<file path="src/rtl/user_io_host.sv">
// user_io_host: SPI master issuing user_io command frames; define USER_IO_HOST_READBACK_EN for MISO readback.
module user_io_host #(
  parameter int CLK_DIV = 4
) (
  input  logic        clk_sys,
  input  logic        reset,
  input  logic        cmd_valid,
  output logic        cmd_ready,
  input  logic [7:0]  cmd_code,
  input  logic [2:0]  cmd_len,
  input  logic [31:0] cmd_data,
  output logic [7:0]  rd_data,
  output logic        rd_valid,
  output logic        busy,
  output logic        spi_ss_n,
  output logic        spi_sck,
  output logic        spi_mosi,
  input  logic        spi_miso
);
  typedef enum logic [2:0] {IDLE, SETUP, HIGH, LOW, GAP} state_t;
  localparam logic [7:0] DIV_M1 = 8'(CLK_DIV - 1);
  state_t      state;
  logic [7:0]  cnt;
  logic [5:0]  bit_cnt;
  logic [2:0]  len, len_c;
  logic [38:0] sr;
  logic [31:0] data_m;
  logic        half_done, last_bit;
  assign cmd_ready = state == IDLE;
  assign busy      = ~cmd_ready;
  assign half_done = cnt == 8'd0;
  assign last_bit  = bit_cnt == {len, 3'b111};
  // bytes beyond the clamped length are zeroed so MOSI idles low after the last bit
  always_comb begin
    len_c = cmd_len > 3'd4 ? 3'd4 : cmd_len;
    for (int i = 0; i < 4; i++) data_m[8*i +: 8] = 3'(i) < len_c ? cmd_data[8*i +: 8] : 8'h00;
  end
  always_ff @(posedge clk_sys)
    if (reset) begin
      state    <= IDLE;
      cnt      <= '0;
      bit_cnt  <= '0;
      len      <= '0;
      sr       <= '0;
      spi_ss_n <= 1'b1;
      spi_sck  <= 1'b0;
      spi_mosi <= 1'b0;
    end else begin
      cnt <= half_done ? DIV_M1 : cnt - 8'd1;
      case (state)
        IDLE: begin
          cnt <= DIV_M1;
          if (cmd_valid) begin
            state    <= SETUP;
            bit_cnt  <= '0;
            len      <= len_c;
            sr       <= {cmd_code[6:0], data_m[7:0], data_m[15:8], data_m[23:16], data_m[31:24]};
            spi_ss_n <= 1'b0;
            spi_mosi <= cmd_code[7];
          end
        end
        SETUP: if (half_done) begin
          state   <= HIGH;
          spi_sck <= 1'b1;
        end
        HIGH: if (half_done) begin
          state    <= LOW;
          spi_sck  <= 1'b0;
          spi_mosi <= sr[38];
          sr       <= {sr[37:0], 1'b0};
        end
        LOW: if (half_done) begin
          if (last_bit) begin
            state    <= GAP;
            spi_ss_n <= 1'b1;
            spi_mosi <= 1'b0;
          end else begin
            state   <= HIGH;
            spi_sck <= 1'b1;
            bit_cnt <= bit_cnt + 6'd1;
          end
        end
        GAP: if (half_done) state <= IDLE;
        default: state <= IDLE;
      endcase
    end
`ifdef USER_IO_HOST_READBACK_EN
  logic [7:0] rx;
  logic       rd_pend, to_high, high_end, payload_end;
  assign to_high     = half_done && (state == SETUP || (state == LOW && !last_bit));
  assign high_end    = half_done && state == HIGH;
  assign payload_end = &bit_cnt[2:0] && |bit_cnt[5:3];
  // MISO is sampled on the edge that raises SCK; the strobe lands one cycle into the following LOW
  always_ff @(posedge clk_sys)
    if (reset) begin
      rx       <= '0;
      rd_data  <= '0;
      rd_pend  <= 1'b0;
      rd_valid <= 1'b0;
    end else begin
      rd_valid <= rd_pend;
      rd_pend  <= high_end && payload_end;
      if (to_high) rx <= {rx[6:0], spi_miso};
      if (high_end && payload_end) rd_data <= rx;
    end
`else
  logic unused_miso;
  assign unused_miso = spi_miso;
  assign rd_data     = 8'h00;
  assign rd_valid    = 1'b0;
`endif
endmodule

</file>
<file path="config.mk">
export PLATFORM = sky130hd
export DESIGN_NAME = user_io_host
export DESIGN_NICKNAME = d
export VERILOG_FILES = /design/src/rtl/user_io_host.sv
export SDC_FILE = /design/constraint.sdc
export NUM_CORES = 1
export LEC_CHECK = 0
export CORE_MARGIN = 2
export CORE_UTILIZATION = 56
export DETAILED_ROUTE_END_ITERATION = 10
export GPL_ROUTABILITY_DRIVEN = 0
export GPL_TIMING_DRIVEN = 0
export HOLD_SLACK_MARGIN = 0.05
export PLACE_DENSITY = 0.86
export SETUP_SLACK_MARGIN = 0.15
export SYNTH_ARGS = -nofsm -noshare
export SYNTH_HDL_FRONTEND = slang
export SYNTH_SLANG_ARGS = --single-unit
</file>
<file path="constraint.sdc">
create_clock -name clk_sys -period 4.25 [get_ports clk_sys]
set_input_delay 0.6375 -clock clk_sys [delete_from_list [all_inputs] [get_ports clk_sys]]
set_output_delay 0.6375 -clock clk_sys [all_outputs]
set_load 0.1 [all_outputs]
</file>
==> impl_metrics.py, run 1 <==
metrics = {
    "run_status": {
        "status": "completed",
    },
    "clock_tree": {
        "post_cts_resized": 0,
        "clock_latency_ps": 340,
        "clk_path_buf_depth": 2,
        "cts_setup_buffers": 0,
        "htree_levels": 3,
        "cts_hold_buf": 0,
        "cts_root_buffer": "clkbuf_8",
        "cts_tree": "built",
        "cts_made_buffers": 9,
        "clock_sinks": 62,
        "clkTransAtPathRegs_ps": 70,
    },
    "yosys": {
        "syn_area_per_cell_um2": 8.64,
        "synth_cell_types": 49,
        "ys_ff_latch": 62,
        "syn_inst": 357,
        "synth_ff_type": "dfxtp_1",
        "synth-edff-count": 0,
        "ys_seq_area_share_pct": 40.2,
        "ys_warn_count": 0,
        "async_reset_ff_share_pct": 0,
        "netlist_area_mm2": 0.00308,
    },
    "critical_path": {
        "start_kind": "flop",
        "crit_fanout": 10,
        "crit_slowest_cell": "clkdlybuf4s50_1",
        "crit_chain": "clkbuf_1 > or3_1 > inv_1 > clkdlybuf4s50_1",
        "critPathArrivalTime_ps": 2550,
        "crit_type": "flop to output port",
        "cp.required_ps": 3610,
        "max_stage_delay_ps": 1120,
        "endpoint_kind": "output port",
    },
    "layout": {
        "antennaDiodeCount": 0,
        "final_layout_size_suffix_gt1_share_pct": 10.9,
        "area_delta_synth_final_pct": 27.3,
        "fill_cells": 451,
        "design_area_mm2": 0.00393,
        "multiInputGateArea_mm2": 0.00161,
        "nets": 475,
        "final-seq-area_mm2": 0.00124,
        "final_core_util_pct": 72.7,
        "mostFrequentLayoutCell": "dfxtp_1",
        "mostFrequentLayoutCells": "62 x dfxtp_1, 52 x a21oi_1, 50 x clkdlybuf4s50_1",
    },
    "global_routing": {
        "grt_first_pass_wirelength_um": 13000,
        "grt_max_degree": 11,
        "grt_overflow": 0,
        "grt_pass1_vias": 2826,
        "antenna_found_initial": 0,
        "track_usage_pct": 26.6,
    },
    "sta": {
        "max_slew_margin_pct": 26.5,
        "hold_ws_ps": 481,
        "tns_ps": 0,
        "period_minus_slack_ps": 3190,
        "rsz0062_at_grt": "no",
        "max_freq_mhz": 314,
        "period_share_pct": 75.1,
        "finClkSkew_ps": 11.3,
        "finalSetupViolations": 0,
        "worst_pin_slew_ps": 1090,
        "slew_violations": 0,
        "hold_viol_final": 0,
    },
    "routing": {
        "firstDrtPassIters": 5,
        "routedWlPerCell_um": 16.2,
        "ant_nets": 0,
        "drt_iter0_drc": 256,
        "drc": 0,
        "routed_via_density": 6.10,
        "vias": 3062,
        "routed_wl_um": 8150,
    },
    "floorplanning": {
        "core_area_mm2": 0.00541,
        "initial_core_util_pct": 57.1,
        "ioPinCount": 61,
        "fp.dieH_um": 78.2,
        "die_area_mm2": 0.00612,
        "die_w_um": 78.2,
        "row_count": 27,
    },
    "placement": {
        "placed_cell_area_mm2": 0.00370,
        "numPortBuffers": 50,
        "place_hpwl_um": 5740,
    },
    "pwr": {
        "cellLeakagePower_uw": 0.00140,
        "totalPowerFinal_uw": 1690,
        "peakVddDrop_mv": 0.243,
        "switching_power_uw": 534,
        "p_per_area_mw_per_mm2": 430,
        "p_sw_share_pct": 31.6,
        "p_seq_share_pct": 39.9,
        "intPower_uw": 1160,
        "pwr-share-comb_pct": 25.0,
        "clock_power_share_pct": 35.0,
    },
    "flow_run": {
        "cap_violations": 0,
    },
    "min_path": {
        "hold_class": "flop to flop",
    },
}
-- cells by family (layout without fill, tap and decap cells) --
kind of cell	count (synthesis)	in the layout	share of synthesized area, %
XOR/XNOR	8	8	2.27
flip-flops	62	62	40.2
buffers and inverters	51	116	8.64
AND/OR/NAND/NOR	96	96	16.4
adder cells (fa/ha/maj)	2	2	0.811
other	1	9	0.122
AO/OA/AOI/OAI	137	137	31.5
-- flip-flops by register name, indices dropped and copies added, names as in the netlist --
| name | flops |
|---|---|
| sr | 39 |
| cnt | 8 |
| bit_cnt | 6 |
| len | 3 |
| state | 3 |
| spi_mosi | 1 |
| spi_sck | 1 |
| spi_ss_n | 1 |
-- area by class of cell --
class | instances | share of cell area [%]
multi-input combinational | 252 | 40.9
sequential | 62 | 31.6
tap | 72 | 2.29
buffer | 44 | 6.12
inverter | 7 | 0.669
clock inverter | 3 | 1.72
clock buffer | 12 | 3.95
timing repair buffer | 50 | 12.7
-- stage by stage --
step           worst slack, ps  instances
2_1_floorplan             1360        365
3_3_place_gp              1450        487
3_5_place_dp              1430        487
4_1_cts                   1070        502
5_1_grt                    978        502
6_report                  1060        502
-- metal layers --
| layer | up-vias | wire, um | track usage, % |
|---|---|---|---|
| met2 | 146 | 3920 | 44.2 |
| li1 | 1470 | - | - |
| met1 | 1426 | 3460 | 33.7 |
| met5 | - | 0 | 0 |
| met4 | 0 | 192 | 12.6 |
| met3 | 20 | 568 | 4.14 |
-- worst paths after layout --
| kind | from | endpoint | slack, ps | depth (start not counted) |
|---|---|---|---|---|
| worst max-delay path | state[0] | cmd_ready | 1060 | 4 |
| worst min register to register | len[1] | len[1] | 480 | 2 |
| worst max register to register | cnt[0] | sr[35] | 1980 | 8 |
| worst min-delay path | len[1] | len[1] | 480 | 2 |
-- power groups by stage --
| stage | Sequential [uW] | Clock (uW) | Combinational [uW] |
|---|---|---|---|
| after floorplan | 698 | 0 | 283 |
| after global placement | 682 | 0 | 405 |
| after detailed placement | 685 | 0 | 417 |
| after CTS | 673 | 589 | 419 |
| after global routing | 679 | 612 | 452 |
| final | 675 | 592 | 423 |
-- cells in the mapped netlist, types with 3 or more instances --
master / n / area share [%]
a22oi_1: 16 / 3.9
nand3b_1: 4 / 0.97
nor2_1: 12 / 1.5
o211ai_1: 11 / 2.7
buf_2: 3 / 0.49
buf_6: 3 / 1.1
a211oi_1: 7 / 1.7
xor2_1: 5 / 1.4
a211oi_2: 9 / 3.7
nor4_1: 3 / 0.61
inv_1: 7 / 0.85
o31ai_1: 6 / 1.5
nand3_1: 12 / 1.9
or3_1: 3 / 0.61
nand2_1: 39 / 4.7
clkbuf_1: 25 / 3.0
a311oi_1: 22 / 6.2
dfxtp_1: 62 / 40
buf_4: 13 / 3.2
xnor2_1: 3 / 0.85
a31oi_1: 3 / 0.61
a21oi_1: 52 / 8.4
or4_1: 6 / 1.5
-- critical path, delay by kind of cell (launching register included) --
kind / cells / cell delay (ps)
flops: 1 / 320
simple gates: 1 / 460
buf+inv: 3 / 1430
Note: power is estimated with default switching activity, not from simulation.
==> run 2, diff against run 1 <==
--- a/config.mk
+++ b/config.mk
@@ -6,12 +6,12 @@
 export NUM_CORES = 1
 export LEC_CHECK = 0
 export CORE_MARGIN = 2
-export CORE_UTILIZATION = 56
+export CORE_UTILIZATION = 52
 export DETAILED_ROUTE_END_ITERATION = 10
 export GPL_ROUTABILITY_DRIVEN = 0
 export GPL_TIMING_DRIVEN = 0
 export HOLD_SLACK_MARGIN = 0.05
-export PLACE_DENSITY = 0.86
+export PLACE_DENSITY = 0.8
 export SETUP_SLACK_MARGIN = 0.15
 export SYNTH_ARGS = -nofsm -noshare
 export SYNTH_HDL_FRONTEND = slang
==> constraint.sdc (replaced) <==
create_clock -name clk_sys -period 3.25 [get_ports clk_sys]
set_input_delay 0.4875 -clock clk_sys [delete_from_list [all_inputs] [get_ports clk_sys]]
set_output_delay 0.4875 -clock clk_sys [all_outputs]
set_load 0.1 [all_outputs]
==> impl_metrics.py, run 2 (synthesized netlist as in run 1, its figures left out) <==
metrics = {
    "run_status": {
        "status": "completed",
    },
    "layout": {
        "design_area_mm2": 0.00388,
        "mostFrequentLayoutCell": "dfxtp_1",
        "mostFrequentLayoutCells": "62 x dfxtp_1, 52 x a21oi_1, 49 x clkdlybuf4s50_1",
        "nets": 475,
        "regMostFlops": "sr",
        "largest_reg_flops": 39,
        "reg_top3": "sr (39), cnt (8), bit_cnt (6)",
        "fill_cells": 514,
        "area_delta_synth_final_pct": 25.8,
        "multiInputGateArea_mm2": 0.00161,
        "final-seq-area_mm2": 0.00124,
        "antennaDiodeCount": 0,
        "final_layout_size_suffix_gt1_share_pct": 10.5,
    },
    "critical_path": {
        "endpoint_kind": "output port",
        "cp.required_ps": 2760,
        "crit_type": "flop to output port",
        "start_kind": "flop",
        "crit_fanout": 10,
        "critPathArrivalTime_ps": 2420,
        "reg2reg_setup_slack_ps": 1020,
    },
    "flow_run": {
        "cap_violations": 0,
    },
    "sta": {
        "hold_viol_final": 0,
        "slew_violations": 0,
        "hold_ws_ps": 472,
        "max_freq_mhz": 345,
        "finalSetupViolations": 0,
        "rsz0062_at_grt": "no",
        "max_slew_margin_pct": 23.2,
        "period_minus_slack_ps": 2900,
        "period_share_pct": 89.3,
        "tns_ps": 0,
        "worst_pin_slew_ps": 1140,
        "finClkSkew_ps": 8.93,
    },
    "global_routing": {
        "grt_first_pass_wirelength_um": 13000,
        "track_usage_pct": 25.4,
        "grt_overflow": 0,
        "antenna_found_initial": 0,
        "grt_max_degree": 11,
        "grt_pass1_vias": 2746,
    },
    "clock_tree": {
        "cts_tree": "built",
        "cts_setup_buffers": 0,
        "clk_path_buf_depth": 2,
        "clock_sinks": 62,
        "clkTransAtPathRegs_ps": 70,
        "cts_made_buffers": 9,
        "clock_latency_ps": 330,
        "htree_levels": 3,
        "cts_root_buffer": "clkbuf_8",
    },
    "routing": {
        "routed_via_density": 6.02,
        "vias": 3040,
        "routed_wl_um": 7880,
        "drc": 0,
        "routedWlPerCell_um": 15.6,
        "ant_nets": 0,
        "firstDrtPassIters": 5,
        "drt_iter0_drc": 194,
    },
    "pwr": {
        "p_per_area_mw_per_mm2": 521,
        "cellLeakagePower_uw": 0.00139,
        "peakVddDrop_mv": 0.332,
    },
    "floorplanning": {
        "die_area_mm2": 0.00656,
        "fp.dieH_um": 81.0,
        "die_w_um": 81.0,
        "initial_core_util_pct": 53.0,
        "row_count": 28,
        "core_area_mm2": 0.00582,
        "ioPinCount": 61,
    },
    "placement": {
        "numPortBuffers": 50,
        "place_hpwl_um": 5560,
        "placed_cell_area_mm2": 0.00371,
    },
    "min_path": {
        "hold_class": "flop to flop",
    },
}
==> run 2: final timing paths <==
path	startpoint	end	cells after the start
worst max-delay path	state[0]	busy	3
worst min-delay path	sr[19]	sr[20]	2
worst max register to register	cnt[0]	sr[32]	8
worst min register to register	sr[19]	sr[20]	2
==> run 2: timing repair <==
| action | 4_1_cts | 5_1_grt |
|---|---|---|
| setup endpoints to repair | 0 | 1 |
| hold buffers | 0 | 0 |
| resized for setup | 0 | 1 |
==> run 2: metal layers <==
layer	vias to the layer above	GRT usage, %	routed length [um]
met1	1458	32.7	3510
met2	100	42.5	3770
met3	14	7.11	479
met4	0	5.76	111
met5	-	0	0
li1	1468	-	-
==> run 2: per-stage QoR <==
stage                     total power (uW)  worst slack (ps)  util, %  std cells
after detailed placement              1440               584     63.8        490
after global routing                  2120               242     66.7        505
after global placement                1420               590     63.8        490
after CTS                             2030               220     66.7        505
after floorplan                       1280               356        -        365
final                                 2020               347     66.7        505
==> run 2: layout make-up <==
cell class | count | area share, %
multi-input combinational | 252 | 41.4
inverter | 7 | 0.677
timing repair buffer | 50 | 13.0
tap | 75 | 2.42
clock buffer | 14 | 4.19
buffer | 44 | 6.19
sequential | 62 | 32.0
clock inverter | 1 | 0.129
==> run 2: worst max-delay path, stage by stage, from the launching register on <==
cell and delay [ps]:
dfxtp_1 350, clkbuf_1 330, or3_1 250, clkdlybuf4s50_1 1150
==> run 2: report_power, final <==
group          switching [uW]  internal, uW
Combinational             343           207
Sequential               45.6           835
Clock                     276           314
